[src/rtl/cms_ctrl_pkg.sv]
// Shared types for the CMS control-port sequencer:
// control widths, sequencer FSM state, buffered command record.
package cms_ctrl_pkg;

   localparam int CTRL_ADDR_WIDTH = 8;
   localparam int CTRL_DATA_WIDTH = 64;

   typedef enum logic [1:0] {
      ST_IDLE,
      ST_SETUP,
      ST_STROBE,
      ST_GAP
   } state_e;

   typedef struct packed {
      logic [CTRL_ADDR_WIDTH-1:0] addr;
      logic [CTRL_DATA_WIDTH-1:0] wdata;
      logic                       last;
   } cmd_t;

endpackage

[src/rtl/cms_ctrl_sequencer_fifo.sv]
// Synchronous command FIFO (show-ahead head, occupancy count).
// Ports: push_i/cmd_i write, pop_i/head_o read, count_o occupancy.
module cms_cmd_fifo
   import cms_ctrl_pkg::*;
#(
   parameter int DEPTH = 8
) (
   input  logic                       clk,
   input  logic                       rst,
   input  logic                       push_i,
   input  cmd_t                       cmd_i,
   input  logic                       pop_i,
   output cmd_t                       head_o,
   output logic [$clog2(DEPTH+1)-1:0] count_o
);

   localparam int AW = $clog2(DEPTH);
   localparam int CW = $clog2(DEPTH+1);

   cmd_t          mem_q [DEPTH];
   logic [AW-1:0] wr_ptr_q;
   logic [AW-1:0] rd_ptr_q;
   logic [CW-1:0] count_q;

   always_ff @(posedge clk) begin
      if (push_i) mem_q[wr_ptr_q] <= cmd_i;
   end

   // Pointers wrap naturally because DEPTH is a power of two.
   always_ff @(posedge clk or posedge rst) begin
      if (rst) begin
         wr_ptr_q <= '0;
         rd_ptr_q <= '0;
         count_q  <= '0;
      end else begin
         if (push_i) wr_ptr_q <= wr_ptr_q + AW'(1);
         if (pop_i)  rd_ptr_q <= rd_ptr_q + AW'(1);
         case ({push_i, pop_i})
            2'b10:   count_q <= count_q + CW'(1);
            2'b01:   count_q <= count_q - CW'(1);
            default: count_q <= count_q;
         endcase
      end
   end

   assign head_o  = mem_q[rd_ptr_q];
   assign count_o = count_q;

endmodule

[src/rtl/cms_ctrl_sequencer.sv]
// Serialises host commands onto the CMS control port with a
// SETUP/STROBE/GAP write-enable shape and batch-aware enable gating.
// Ports: cmd_* host side, ctrl_* / cms_en monitor side,
// busy / fifo_count / batch_done / writes_done status.
module cms_ctrl_sequencer
   import cms_ctrl_pkg::*;
#(
   parameter int CTRL_ADDR_WIDTH = cms_ctrl_pkg::CTRL_ADDR_WIDTH,
   parameter int CTRL_DATA_WIDTH = cms_ctrl_pkg::CTRL_DATA_WIDTH,
   parameter int FIFO_DEPTH      = 8,
   parameter int STROBE_CYCLES   = 1,
   parameter int GAP_CYCLES      = 1
) (
   input  logic                            clk,
   input  logic                            rst,
   input  logic                            cmd_valid,
   output logic                            cmd_ready,
   input  logic [CTRL_ADDR_WIDTH-1:0]      cmd_addr,
   input  logic [CTRL_DATA_WIDTH-1:0]      cmd_wdata,
   input  logic                            cmd_last,
   input  logic                            en_in,
   input  logic                            pause_during_cfg,
   output logic [CTRL_ADDR_WIDTH-1:0]      ctrl_addr,
   output logic [CTRL_DATA_WIDTH-1:0]      ctrl_wdata,
   output logic                            ctrl_write_enable,
   output logic                            cms_en,
   output logic                            busy,
   output logic [$clog2(FIFO_DEPTH+1)-1:0] fifo_count,
   output logic                            batch_done,
   output logic [31:0]                     writes_done
);

   localparam int CW   = $clog2(FIFO_DEPTH+1);
   localparam int TMAX = (STROBE_CYCLES > GAP_CYCLES) ?
                         STROBE_CYCLES : GAP_CYCLES;
   localparam int TW   = $clog2(TMAX+1);
   localparam logic [TW-1:0] S_END = TW'(STROBE_CYCLES-1);
   localparam logic [TW-1:0] G_END = TW'(GAP_CYCLES-1);

   state_e                     state_q, state_d;
   logic [TW-1:0]              tmr_q, tmr_d;
   logic [CTRL_ADDR_WIDTH-1:0] addr_q;
   logic [CTRL_DATA_WIDTH-1:0] wdata_q;
   logic                       last_q;
   logic                       active_q;
   logic                       done_q;
   logic                       en_q;
   logic [31:0]                writes_done_q;

   logic          push;
   logic          pop;
   logic          gap_end;
   logic          has_cmd;
   logic [CW-1:0] cnt;
   cmd_t          wr_cmd;
   cmd_t          head;

   assign cmd_ready = !rst && (cnt != CW'(FIFO_DEPTH));
   assign push      = cmd_valid && cmd_ready;
   assign has_cmd   = (cnt != '0);
   assign wr_cmd    = '{addr: cmd_addr, wdata: cmd_wdata, last: cmd_last};

   cms_cmd_fifo #(
      .DEPTH(FIFO_DEPTH)
   ) u_fifo (
      .clk    (clk),
      .rst    (rst),
      .push_i (push),
      .cmd_i  (wr_cmd),
      .pop_i  (pop),
      .head_o (head),
      .count_o(cnt)
   );

   always_ff @(posedge clk or posedge rst) begin
      if (rst) begin
         state_q <= ST_IDLE;
         tmr_q   <= '0;
      end else begin
         state_q <= state_d;
         tmr_q   <= tmr_d;
      end
   end

   // GAP falls straight into SETUP when more work is queued.
   always_comb begin
      state_d = state_q;
      tmr_d   = tmr_q;
      pop     = 1'b0;
      gap_end = 1'b0;
      unique case (state_q)
         ST_IDLE: begin
            if (has_cmd) begin
               pop     = 1'b1;
               state_d = ST_SETUP;
            end
         end
         ST_SETUP: begin
            state_d = ST_STROBE;
            tmr_d   = '0;
         end
         ST_STROBE: begin
            if (tmr_q == S_END) begin
               state_d = ST_GAP;
               tmr_d   = '0;
            end else begin
               tmr_d = tmr_q + TW'(1);
            end
         end
         ST_GAP: begin
            if (tmr_q == G_END) begin
               gap_end = 1'b1;
               if (has_cmd) begin
                  pop     = 1'b1;
                  state_d = ST_SETUP;
               end else begin
                  state_d = ST_IDLE;
               end
            end else begin
               tmr_d = tmr_q + TW'(1);
            end
         end
         default: state_d = ST_IDLE;
      endcase
   end

   always_comb begin
      ctrl_write_enable = 1'b0;
      busy              = has_cmd;
      case (state_q)
         ST_STROBE: begin
            ctrl_write_enable = 1'b1;
            busy              = 1'b1;
         end
         ST_SETUP, ST_GAP: busy = 1'b1;
         default: ;
      endcase
   end

   // A pop in the same edge as a batch end re-opens the batch (set wins).
   always_ff @(posedge clk or posedge rst) begin
      if (rst) begin
         addr_q        <= '0;
         wdata_q       <= '0;
         last_q        <= 1'b0;
         active_q      <= 1'b0;
         done_q        <= 1'b0;
         en_q          <= 1'b0;
         writes_done_q <= '0;
      end else begin
         if (pop) begin
            addr_q  <= head.addr;
            wdata_q <= head.wdata;
            last_q  <= head.last;
         end
         if (pop) begin
            active_q <= 1'b1;
         end else if (gap_end && last_q) begin
            active_q <= 1'b0;
         end
         done_q <= gap_end && last_q;
         en_q   <= en_in && !(pause_during_cfg && active_q);
         if (state_q == ST_SETUP) begin
            writes_done_q <= writes_done_q + 32'd1;
         end
      end
   end

   assign ctrl_addr   = addr_q;
   assign ctrl_wdata  = wdata_q;
   assign cms_en      = en_q;
   assign batch_done  = done_q;
   assign writes_done = writes_done_q;
   assign fifo_count  = cnt;

endmodule

[config.mk]
export PLATFORM = sky130hd
export DESIGN_NAME = cms_ctrl_sequencer
export DESIGN_NICKNAME = d
export VERILOG_FILES = /design/src/rtl/cms_ctrl_pkg.sv /design/src/rtl/cms_ctrl_sequencer_fifo.sv /design/src/rtl/cms_ctrl_sequencer.sv
export SDC_FILE = /design/constraint.sdc
export NUM_CORES = 1
export LEC_CHECK = 0
export ABC_CLOCK_PERIOD_IN_PS = 20500
export CORE_MARGIN = 5
export CORE_UTILIZATION = 65
export DETAILED_ROUTE_END_ITERATION = 16
export DONT_BUFFER_PORTS = 1
export PLACE_DENSITY = 0.83
export SLEW_MARGIN = 20
export SYNTH_ARGS = -nofsm -noshare
export SYNTH_HDL_FRONTEND = slang
export SYNTH_SLANG_ARGS = --single-unit
[constraint.sdc]
create_clock -name clk -period 20.5 [get_ports clk]
set_clock_uncertainty 0.15 [all_clocks]
set_input_delay 2.05 -clock clk [delete_from_list [all_inputs] [get_ports clk]]
set_output_delay 2.05 -clock clk [all_outputs]
set_load 0.05 [all_outputs]
# [Word-level counts from Yosys, hierarchy flattened]
# Memory sizes are Yosys's and may differ from the RTL's. A register that Yosys moved wholly into a read port is not among the register bits.
# Cells that the tools add are included.
[op_classes] n_bitwise=0 n_eq_ne=9 n_addsub=6 reduce_logical=15 div_mod_pow=0 order_cmp=0 n_mux=19 mul=0 n_shift=0
[op_table] cell="adder 32 x 1 -> 32 bit, second input constant" n=1
[op_table] cell="2-to-1 mux 1 bit" n=12
[op_table] cell="one-hot mux 2 bit (4 select lines)" n=1
[op_table] cell="one-hot mux 4 bit (2 select lines)" n=1
[op_table] cell="adder 3 x 1 -> 3 bit, second input constant" n=2
[op_table] cell="equality test 2 bit, second input constant" n=3
[op_table] cell="2-to-1 mux 2 bit" n=3
[op_table] cell="inequality test 2 bit, second input constant" n=3
[op_table] cell="nonzero test 2 bit" n=3
[op_table] cell="logical AND 1 bit" n=5
[op_table] cell="adder 4 x 1 -> 4 bit, second input constant" n=1
[op_table] cell="equality test 2 x 1 -> 1 bit, second input constant" n=2
[op_table] cell="inequality test 4 bit, second input constant" n=1
[op_table] cell="one-hot mux 1 bit (2 select lines)" n=2
[op_table] cell="nonzero test 4 bit" n=1
[op_table] cell="subtractor 4 x 1 -> 4 bit, second input constant" n=1
[op_table] cell="AND reduction 3 bit" n=1
[op_table] cell="OR reduction 3 bit" n=1
[op_table] cell="zero test 1 bit" n=2
[op_table] cell="zero test 2 bit" n=1
[op_table] cell="OR reduction 2 bit" n=1
[op_table] cell="adder 1 bit, second input constant" n=1
[word_totals] romBits=0 mem_bits_rw=584 ff_bits=48 elab_cells=59 memories=1 output_inout_bits=113 latchBits=0
[mem_list] memory="u_fifo.mem_q" depth=8 word_bits=73 read_ports=1 rd_ports_with_merged_regs=1 wr=1 line_no="cms_ctrl_sequencer_fifo.sv:20" rtl="cmd_t mem_q [DEPTH];"

# [Longest topological paths before layout]
[depth] ltp_word=6 mapped_depth=13

# [Modules after synthesis]
# From an unflattened synthesis, not the netlist that was laid out.
[hier_totals] cells_unflattened=1207 area_unflattened_um2=27003.4
[by_module_without_submodules] module="cms_cmd_fifo" seq_area_each_um2=17787.1 n_inst=1 area_per_inst_um2=22510.3 cells_per_inst=902
[by_module_without_submodules] module="cms_ctrl_sequencer" seq_area_each_um2=2752.6 n_inst=1 area_per_inst_um2=4493.1 cells_per_inst=305

# [Worst setup path before layout]
# Ideal clock, no wire load.
[synth_path] kind="input to register" start="input cmd_valid" end="memory u_fifo.mem_q[1][0] in the netlist's numbering, enable pin" stages=4 path_buffers=0 setup_ps=594 slack_ps=12190 arrival_ps=7566 required_ps=19756 path_cell_list="inv_1 -> a211oi_2 -> nand2_1 -> nor3_1"
[synth_via] elab_chain_len=3
[synth_rtl] element="from (decl)" line_no="cms_ctrl_sequencer.sv:16" rtl="input logic cmd_valid,"
[synth_rtl] element="logical AND 1 bit" line_no="cms_ctrl_sequencer.sv:59" rtl="assign push = cmd_valid && cmd_ready;"
[synth_rtl] element="2-to-1 mux 1 bit" line_no="cms_ctrl_sequencer_fifo.sv:26" rtl="if (push_i) mem_q[wr_ptr_q] <= cmd_i;"
[synth_rtl] element="2-to-1 mux 1 bit (not written as such)" line_no="cms_ctrl_sequencer_fifo.sv:26"
[synth_rtl] element="to (decl)" line_no="cms_ctrl_sequencer_fifo.sv:20"
# No other way between the ends.

# [Final worst setup path]
[layout_path] start="input rst" end="output cmd_ready"
[layout_via] elab_chain_len=2
[layout_rtl] element="from (decl)" line_no="cms_ctrl_sequencer.sv:15" rtl="input logic rst,"
[layout_rtl] element="zero test 1 bit (no line)"
[layout_rtl] element="logical AND 1 bit" line_no="cms_ctrl_sequencer.sv:58" rtl="assign cmd_ready = !rst && (cnt != CW'(FIFO_DEPTH));"
[layout_rtl] element="to (decl)" line_no="cms_ctrl_sequencer.sv:17" rtl="output logic cmd_ready,"
# No other way between the ends.

==> results.tsv <==
stage	metric	value	unit
status	outcome	finished clean	
routing	drcViolationCount	0	
routing	routedWlPerCell	29.1	um
sta	worst_slew_pin_slew	1.09	ns
clock_network	clk_pin_slew_worst_paths	0.06	ns
routing	dr.first_iter.drc_count	1248	
worst_setup_path	path_class	in -> out	
clock_network	ctsResizeCount	0	
floorplan	die_x	213	um
clock_network	cts-buffers-inserted	69	
pwr	p_int	0.00294	W
placement	gp_congestion	0.834	
yosys	ys_warn_count	0	
sta	min_period	5.04	ns
yosys	synth.top_cell.area_share	0.656	
clock_network	clock-root-buffer	clkbuf_16	
grt	gr-total-overflow	0	
floorplan	dieHeight	213	um
sta	setup_viol	0	
pwr	seqPwrFrac	0.494	
placement	dpl.cell_count	1779	
routing	wl	55600	um
pwr	leakagePower	9.96	nW
sta	rsz0062_at_grt	false	
worst_setup_path	slowest_stage	a21oi_1	
final_layout	final_cells	1907	
worst_setup_path	endpoint_kind	output pin	
worst_setup_path	crit_family	compound AO/OA/AOI/OAI gates	
worst_setup_path	r2r_cells	6	
pwr	p_per_area	151	mW/mm^2
worst_setup_path	r2r-end	u_fifo.mem_q[7][21]	
worst_setup_path	cpPeakStageDelay	0.78	ns
final_layout	nFillCells	2197	
job	timing.max_cap.violations	0	
yosys	syn_inst	1289	
sta	tns	0	ns
floorplan	start_util	0.656	
floorplan	core_area	0.0407	mm^2
worst_setup_path	startpoint	rst	
clock_network	cts_tree	built	
pwr	p_sw_frac	0.340	
worst_setup_path	critPathArrivalTime	2.84	ns
grt	grt_max_degree	82	
worst_setup_path	cp_cell_sequence	a21oi_1	
sta	timing.fmax	199	MHz
final_layout	finalNetCount	1408	
final_layout	area_delta_synth_final	10.6	%
worst_setup_path	path_buf_inv	0	
pwr	ir_drop	105	uV
routing	vias	12547	
floorplan	die_area	0.0453	mm^2
final_layout	n_antenna_cell	0	
worst_setup_path	cp_max_fo	3	
floorplan	num_io_pins	191	
routing	ant_nets	0	
pwr	power_switching	0.00151	W
grt	antenna_found_initial	0	
clock_network	clkSinkCount	704	
sta	finalHoldViolations	0	
clock_network	clk-insertion-delay-late	0.59	ns
worst_hold_path	hp-class	reg -> reg	
yosys	synth_largest_area_cell	edfxtp_1	
worst_setup_path	rrSetupSlack	16.61	ns
clock_network	htree_levels	3	
yosys	synth_edf_count	584	
worst_setup_path	crit_path_end	cmd_ready	
clock_network	cts_setup_buffers	0	
clock_network	cts_max_path_buffers	3	
worst_setup_path	reg2reg_from	u_fifo.count_o[1]	
yosys	synth_area	0.0267	mm^2
sta	timing.final.crit_share	0.246	
grt	grt_pass1_wl	84400	um
final_layout	drive_gt1_frac	0.217	
yosys	synthArstFlopShare	0.170	
sta	max-slew-margin-rel	0.273	
clock_network	hold_buffers	0	
yosys	synthTopCellsByArea	edfxtp_1 66%, mux4_2 12%, dfrtp_1 11%	
worst_setup_path	cp_num_cells	1	
yosys	yosysSeqAreaShare	0.769	
grt	grt.total_usage	0.252	
yosys	ys_ff_latch	704	
sta	final-max-slew-violation-count	0	
yosys	yosysUniqueCellTypes	41	
yosys	avgSynthCellArea	20.7	um^2
routing	vias_per_cell	6.58	
placement	dp_hpwl	29500	um
grt	grt_pass1_vias	13170	
worst_setup_path	startpoint_type	primary input	
pwr	power_frac_clock	0.282	
floorplan	rows	74	
placement	numPortBuffers	0	
worst_setup_path	cp_data_required_time	18.30	ns
yosys	syn-num-nets	1378	
pwr	p_comb_frac	0.224	
routing	drt_pass1_iterations	5	
yosys	yosys_most_used_dff	edfxtp_1	
cell type report:
cell class	instances	area [um^2]	area share
repair buffers	21	178	0.00601
well taps	532	666	0.0225
clock inverters	30	278	0.00940
multi-input cells	517	5860	0.198
clock buffers	97	2000	0.0675
flip-flops and latches	704	20600	0.695
inverters	6	27.5	0.000931
power groups by stage:
stage / logic (W) / registers [W] / clock network [W]
floorplan: 0.000838 / 0.00213 / 0
global placement: 0.000945 / 0.00221 / 0
detailed placement: 0.000978 / 0.00222 / 0
CTS: 0.00101 / 0.00220 / 0.00127
global route: 0.00109 / 0.00222 / 0.00135
finish: 0.000997 / 0.00220 / 0.00125
routing by layer:
metal / vias to the layer above / share of wire / GRT usage / routed length (um)
met1: 6652 / 0.37 / 0.337 / 20400
met2: 559 / 0.52 / 0.419 / 28700
met5: - / 0 / 0 / 0
met3: 104 / 0.089 / 0.0738 / 4940
li1: 5232 / - / - / -
met4: 0 / 0.028 / 0.0684 / 1580
per-stage QoR:
step / setup slack, ns / hold WS [ns] / utilization / area (um^2) / power, W
after floorplan: 12.19 / 0.280 / - / 26700 / 0.00297
after global placement: 15.46 / 0.295 / 0.669 / 27300 / 0.00316
after detailed placement: 15.47 / 0.320 / 0.669 / 27300 / 0.00320
after CTS: 15.47 / 0.334 / 0.725 / 29500 / 0.00448
after global routing: 15.43 / 0.360 / 0.725 / 29600 / 0.00465
final: 15.46 / 0.325 / 0.725 / 29600 / 0.00445
cells by family (layout without fill, tap and decap cells):
group | Yosys count | after routing | share of synthesized area
AO/OA/AOI/OAI | 84 | 84 | 0.0164
XOR/XNOR | 40 | 40 | 0.0134
adder cells (fa/ha/maj) | 11 | 11 | 0.00515
buffers and inverters | 68 | 154 | 0.0143
flip-flops | 704 | 704 | 0.769
multiplexers | 223 | 223 | 0.152
AND/OR/NAND/NOR | 159 | 159 | 0.0302
cell usage after synthesis, types with 2 or more instances:
library cell	instances
nand2_1	14
xnor2_1	29
nor3_1	3
inv_1	6
nor2_1	85
o21ai_0	3
buf_6	4
nand3_1	14
and4_1	6
nand4_1	10
buf_2	32
dfrtp_1	120
nand2b_1	4
and3_1	8
clkbuf_1	10
mux4_2	146
ha_1	11
xor2_1	10
nand4_2	2
mux2i_1	73
mux2_2	4
nor4_4	2
buf_4	14
edfxtp_1	584
and2_1	4
a21oi_1	76
worst min path at each step:
stage | start | end | cells after the start
global route | active_q | active_q | 1
detailed placement | active_q | active_q | 1
finish | active_q | cms_en | 1
global placement | active_q | cms_en | 1
floorplan | active_q | cms_en | 1
CTS | active_q | active_q | 1
cells in the final DEF (no fill, tap or decap), types with 4 or more instances in the layout:
cell and instances:
nor2_4 6, nand4_1 10, buf_4 20, a21oi_1 76
clkbuf_8 10, clkbuf_16 72, inv_1 5, and4_1 6
ha_1 11, dfrtp_1 117, mux2i_1 73, nor2_1 79
inv_6 6, mux4_2 146, and3_1 8, xor2_1 10
bufinv_16 4, xnor2_1 29, edfxtp_1 584, clkinv_1 6
clkbuf_1 15, nand2_1 14, and2_1 4, clkinv_2 11
nand3_1 14, nand2b_1 4, mux2_2 4
flip-flops by register name (all words and copies together) (netlist names), 2 cells and up:
register / count
writes_done: 32
u_fifo.wr_ptr_q: 3
u_fifo.mem_q: 584
ctrl_wdata: 64
ctrl_addr: 8
u_fifo.count_o: 4
state_q: 2
u_fifo.rd_ptr_q: 3
Power figures use the tool's default switching activity.
